### src/rtl/antirrebote.sv
// Three-channel push-button debouncer producing one-clock load strobes.
// Each raw button goes through a 2-flop synchronizer and then its own
// four-state confirmation FSM; a press is accepted only after
// DEBOUNCE_CYCLES consecutive stable high samples. Releases never strobe.
// Simultaneous press events keep only the highest priority one (a > b > op).
// Optional build macro ANTIRREBOTE_ESTADO_EN adds the registered debounced
// level output estado[2:0] = {op, b, a}.
module antirrebote #(
    parameter int DEBOUNCE_CYCLES = 500000,
    parameter int CNT_W           = 20
) (
    input  logic       clk,
    input  logic       reset,
    input  logic       boton_a_in,
    input  logic       boton_b_in,
    input  logic       boton_op_in,
    output logic       boton_a,
    output logic       boton_b,
    output logic       boton_op
`ifdef ANTIRREBOTE_ESTADO_EN
    ,
    output logic [2:0] estado
`endif
);

    typedef enum logic [1:0] {
        SUELTO       = 2'd0,
        CONF_PULSADO = 2'd1,
        PULSADO      = 2'd2,
        CONF_SUELTO  = 2'd3
    } estado_t;

    localparam logic [CNT_W-1:0] DEB_MAX = CNT_W'(DEBOUNCE_CYCLES);

    // Channel index 0 = a, 1 = b, 2 = op throughout.
    logic [2:0]       sync1_q, sync1_d;
    logic [2:0]       sync2_q, sync2_d;
    estado_t          state_q [3];
    estado_t          state_d [3];
    logic [CNT_W-1:0] cnt_q   [3];
    logic [CNT_W-1:0] cnt_d   [3];
    logic [2:0]       press_ev;
    logic [2:0]       strobe_q, strobe_d;

    // Two-stage synchronizer inputs for the raw asynchronous buttons.
    always_comb begin
        sync1_d = {boton_op_in, boton_b_in, boton_a_in};
        sync2_d = sync1_q;
    end

    // Per-channel confirmation FSM and counter; counters stop at DEB_MAX because the FSM leaves the CONF state there.
    always_comb begin
        for (int i = 0; i < 3; i++) begin
            state_d[i]  = state_q[i];
            cnt_d[i]    = cnt_q[i];
            press_ev[i] = 1'b0;
            case (state_q[i])
                SUELTO: begin
                    if (sync2_q[i]) begin
                        state_d[i] = CONF_PULSADO;
                        cnt_d[i]   = CNT_W'(1);
                    end else begin
                        cnt_d[i] = '0;
                    end
                end
                CONF_PULSADO: begin
                    if (!sync2_q[i]) begin
                        state_d[i] = SUELTO;
                        cnt_d[i]   = '0;
                    end else if (cnt_q[i] + CNT_W'(1) >= DEB_MAX) begin
                        state_d[i]  = PULSADO;
                        cnt_d[i]    = DEB_MAX;
                        press_ev[i] = 1'b1;
                    end else begin
                        cnt_d[i] = cnt_q[i] + CNT_W'(1);
                    end
                end
                PULSADO: begin
                    if (!sync2_q[i]) begin
                        state_d[i] = CONF_SUELTO;
                        cnt_d[i]   = CNT_W'(1);
                    end
                end
                CONF_SUELTO: begin
                    if (sync2_q[i]) begin
                        state_d[i] = PULSADO;
                        cnt_d[i]   = '0;
                    end else if (cnt_q[i] + CNT_W'(1) >= DEB_MAX) begin
                        state_d[i] = SUELTO;
                        cnt_d[i]   = DEB_MAX;
                    end else begin
                        cnt_d[i] = cnt_q[i] + CNT_W'(1);
                    end
                end
                default: begin
                    state_d[i] = SUELTO;
                    cnt_d[i]   = '0;
                end
            endcase
        end
    end

    // Priority encode simultaneous press events; losers are dropped, not queued.
    always_comb begin
        strobe_d    = 3'b000;
        strobe_d[0] = press_ev[0];
        strobe_d[1] = press_ev[1] & ~press_ev[0];
        strobe_d[2] = press_ev[2] & ~(|press_ev[1:0]);
    end

    // State, counter, synchronizer and strobe registers with asynchronous reset.
    always_ff @(posedge clk or posedge reset) begin
        if (reset) begin
            sync1_q  <= '0;
            sync2_q  <= '0;
            strobe_q <= '0;
            for (int i = 0; i < 3; i++) begin
                state_q[i] <= SUELTO;
                cnt_q[i]   <= '0;
            end
        end else begin
            sync1_q  <= sync1_d;
            sync2_q  <= sync2_d;
            strobe_q <= strobe_d;
            for (int i = 0; i < 3; i++) begin
                state_q[i] <= state_d[i];
                cnt_q[i]   <= cnt_d[i];
            end
        end
    end

    assign boton_a  = strobe_q[0];
    assign boton_b  = strobe_q[1];
    assign boton_op = strobe_q[2];

`ifdef ANTIRREBOTE_ESTADO_EN
    logic [2:0] estado_q, estado_d;

    // Debounced level is high while pressed or while a release is still being confirmed.
    always_comb begin
        estado_d = 3'b000;
        for (int i = 0; i < 3; i++) begin
            estado_d[i] = (state_d[i] == PULSADO) || (state_d[i] == CONF_SUELTO);
        end
    end

    // Register the debounced levels so they line up with the strobe cycle.
    always_ff @(posedge clk or posedge reset) begin
        if (reset) begin
            estado_q <= 3'b000;
        end else begin
            estado_q <= estado_d;
        end
    end

    assign estado = estado_q;
`endif

endmodule

### config.mk
export PLATFORM = sky130hd
export DESIGN_NAME = antirrebote
export DESIGN_NICKNAME = d
export VERILOG_FILES = /design/src/rtl/antirrebote.sv
export SDC_FILE = /design/constraint.sdc
export NUM_CORES = 1
export LEC_CHECK = 0
export CAP_MARGIN = 10
export CORE_MARGIN = 2
export CORE_UTILIZATION = 60
export CTS_CLUSTER_SIZE = 30
export DETAILED_ROUTE_END_ITERATION = 8
export PLACE_DENSITY = 0.77
export SETUP_SLACK_MARGIN = 0.1
export SLEW_MARGIN = 20
export SYNTH_ARGS = -nofsm -noshare
export SYNTH_HDL_FRONTEND = slang
export SYNTH_SLANG_ARGS = --single-unit
export TNS_END_PERCENT = 50
### constraint.sdc
create_clock -name clk -period 3.7 [get_ports clk]
set_input_delay 0.74 -clock clk [delete_from_list [all_inputs] [get_ports clk]]
set_output_delay 0.74 -clock clk [all_outputs]
set_load 0.05 [all_outputs]
After elaboration in Yosys (flattened, before gate mapping) --
Index checks and enable logic that the tools add are counted.
Word-level totals: output and inout bits 3, logic and storage cells 95, register bits 75
Operators by class: bitwise operators 4, $add $sub $neg 3, muxes and demuxes 48, reduce and logical (&&, ||, !) cells 7, equality and inequality tests 21, $lt $le $gt $ge 3
Operator list (number):
- 20-bit 2-to-1 mux | 12
- 20-bit one-hot mux with 4 select lines | 3
- 20-bit by 1-bit adder with 20-bit output (second input constant) | 3
- 20-bit by 19-bit >= comparator with 1-bit output (second input constant) | 3
- 2-bit 2-to-1 mux | 18
- 2-bit one-hot mux with 4 select lines | 3
- 3-bit inequality test (second input constant) | 6
- 2-bit equality test (second input constant) | 6
- 1-bit 2-to-1 mux | 12
- 2-bit inequality test (second input constant) | 6
- 4-bit AND reduction | 3
- 2-bit by 1-bit equality test with 1-bit output (second input constant) | 3
- 2-bit logical NOT | 3
- 1-bit AND | 2
- 1-bit NOT | 2
- 2-bit OR reduction | 1

Logic depth before layout (Yosys ltp) --
word-level depth 8, depth in mapped cells 11, depth with buffers taken out 9

Worst setup path after synthesis --
No wires, ideal clock.
path kind register to register, start register cnt_q[20] in the netlist's numbering, end register with a tool-made name, slack 0.886 ns, arrival time 2.690 ns, required time 3.575 ns, cell stages (with the launch flop) 12, setup time 0.125 ns, cells stage by stage dfrtp_1 > ha_1 > clkbuf_1 > inv_1 > or3_1 > nor4b_1 > nor3_1 > o2111a_1 > or2_2 > buf_2 > nand2_1 > mux2_2
RTL lines:
- start, declared | line 40 | logic [CNT_W-1:0] cnt_q [3];
- start signal, assigned by index | line 127 | cnt_q[i] <= cnt_d[i];

==> results.toml <==
[detailed_routing]
ant_nets = 0
drt_iter0_markers = 342
routedLengthMet1_mm = 5.439
wl_met2_mm = 5.149
dr.pass1.iters = 5
wl_mm = 11.27
dr_wl_met3_um = 503
via_count = 4572
route.detailed.drc = 0
routed.top_layer = "met4"
routedWlPerCell_um = 16.26
avgViaCountPerCell = 6.597

[synth]
syn_avg_cell_area_um2 = 8.237
synthArstFlopShare_pct = 100.0
synth_ff_type = "dfrtp_1"
ys.warnings.count = 0
yosys_register_bits = 75
seq_area_frac_synth_pct = 38.10
syn_nets = 607
ys_types = 70
synth-edff-count = 0
postSynthCellCount = 598
synth_area_um2 = 4926

[clocking]
tritoncts = "yes"
clk_pin_slew_ns = 0.09
cts_buffer_depth = 2
clock_sinks = 75
cts_setup_buffers = 0
cts_root_buf = "clkbuf_8"
clkLatencyLatePin_ns = 0.36
numCtsBuffers = 9
htreeDepth = 3
ctsResizeCount = 0
ctsHoldBuffers = 0

[placement]
routabilityCongestion = 0.9319
dp_cells = 677
post-dp-hpwl_mm = 8.020
io_buffers = 7
dp_slack_ns = 0.5619

[sta]
post-route-period-util_pct = 86.89
drv_slew = 0
worst_slack_ns = 0.4852
rsz0062_at_grt = "false"
slew-limit-headroom_pct = 43.67
finalSetupViolCount = 0
worst_pin_slew_ns = 0.8439
clock_skew_ns = 0.01940
hold_violations = 0
period_needed_ns = 3.215
fin_tns_setup_ns = 0
fmax_ghz = 0.3111

[power]
power-per-cell-area_nw_per_um2 = 319.1
seq_power_share_pct = 51.1
power.share.clock_pct = 44.0
ir_worst_vdd_v = 0.0003040
p_int_uw = 1253
net-switching-power_uw = 416.3
leakagePower_uw = 0.001975
comb_power_share_pct = 4.9
p_sw_share_pct = 24.93

[layout]
final_util_pct = 64.64
layout.nets = 592
drive_gt1_share_pct = 8.333
diodes = 0
finalNonFillerCells = 693
final_common_cell = "dfrtp_1"
area_growth_pct = 6.198
final_cell_mix = "dfrtp_1 (75), nand2_1 (63), nor2_1 (51)"

[worst_setup_path]
cp-start-kind = "flip-flop"
crit_arrival_ns = 3.45
required_ns = 3.94
path_class = "flip-flop to flip-flop"
crit_fanout = 10
end_kind = "flip-flop"

[global_route]
antenna_found_initial = 0
grt_usage_pct = 27.44
grt_pass1_vias = 4237
grt_pass1_wl_mm = 19.82
grt-ovfl-total = 0
grt_max_degree = 51

[die]
io_pins = 8
dieArea_um2 = 8951
core-area_um2 = 8093
rows = 33
die_w_um = 94.61
fp.dieH_um = 94.61
initial_core_util_pct = 60.87

[worst_hold_path]
hp-class = "flip-flop to flip-flop"

[status]
outcome = "completed"

[flow_run]
maxCapViolations = 0
-- flip-flops by register name (all words and copies together) (netlist names), named ones only --
signal	flops
sync1_q	3
state_q	3
sync2_q	3
cnt_q	60
strobe_q	3
-- area by class of cell --
class | instances | area, um^2
multi-input combinational | 468 | 2821
inverter | 17 | 65.06
timing repair buffer | 12 | 107.6
clock buffer | 9 | 123.9
fill | 704 | 2861
sequential | 75 | 1877
clock inverter | 7 | 105.1
tap | 105 | 131.4
-- power groups by stage --
| stage | combinational, uW | sequential [uW] | clock (uW) |
|---|---|---|---|
| after CTS | 83.6 | 853 | 748 |
| after floorplan | 68.0 | 861 | 0 |
| after global placement | 80.9 | 868 | 0 |
| after detailed placement | 83.4 | 870 | 0 |
| final | 82.1 | 853 | 734 |
| after global routing | 95.4 | 857 | 780 |
-- logic make-up (layout without fill, tap and decap cells) --
kind of cell | Yosys count | in the layout | share of synthesized area [%]
AO/OA/AOI/OAI | 178 | 178 | 24.82
flip-flops | 75 | 75 | 38.10
adder cells (fa/ha/maj) | 4 | 4 | 1.016
XOR/XNOR | 9 | 9 | 1.600
multiplexers | 7 | 7 | 1.499
buffers and inverters | 55 | 45 | 4.775
AND/OR/NAND/NOR | 270 | 270 | 28.19
-- path summary, 6_finish.rpt --
check	start	endpoint	slack, ns	cells after the start
worst max-delay path	cnt_q[22]	flip-flop	0.49	8
worst min-delay path	sync1_q[0]	sync2_q[0]	0.35	0
worst max register to register	cnt_q[22]	flip-flop	0.49	8
worst min register to register	sync1_q[0]	sync2_q[0]	0.35	0
max in group asynchronous	reset	cnt_q[51]	2.14	3
min in group asynchronous	reset	sync1_q[1]	0.86	2
-- synth_stat cells (5+ instances only) --
cell type / count / area share [%]
a211o_1: 5 / 0.89
a21o_1: 9 / 1.4
a21oi_1: 31 / 3.1
a22o_1: 10 / 1.8
a31oi_1: 17 / 2.2
and2_1: 13 / 1.7
and3_1: 7 / 0.89
and4_1: 5 / 0.89
buf_2: 16 / 1.6
clkbuf_1: 20 / 1.5
dfrtp_1: 75 / 38
inv_1: 17 / 1.3
nand2_1: 63 / 4.8
nand3_1: 34 / 3.5
nand4_1: 16 / 2.0
nor2_1: 52 / 4.0
nor3_1: 39 / 4.0
nor4_1: 9 / 1.1
o21a_1: 8 / 1.2
o21ai_0: 42 / 4.3
o22ai_1: 5 / 0.64
or2_2: 5 / 0.64
xnor2_1: 5 / 0.89
-- metrics by stage --
stage	total power (uW)	area [um^2]	hold slack [ns]
6_report	1670	5231	0.3546
2_1_floorplan	929.0	4926	0.3312
4_1_cts	1685	5229	0.3555
3_5_place_dp	953.0	5000	0.3347
5_1_grt	1732	5231	0.3749
3_3_place_gp	948.8	5000	0.3357
-- per-layer routing --
metal	up-vias	track usage [%]
li1	2213	-
met2	132	41.37
met5	-	0
met1	2206	40.44
met3	21	3.432
met4	0	10.39
-- worst max-delay path, cell delays in order, from the launching register on --
cell	delay [ns]
dfrtp_1	0.47
nand4_1	0.37
nor4_2	0.75
nand4_1	0.23
xnor2_1	0.23
a31o_2	0.28
or2_2	0.34
nand2_1	0.09
mux2_2	0.34
(Power assumes the default switching activity.)
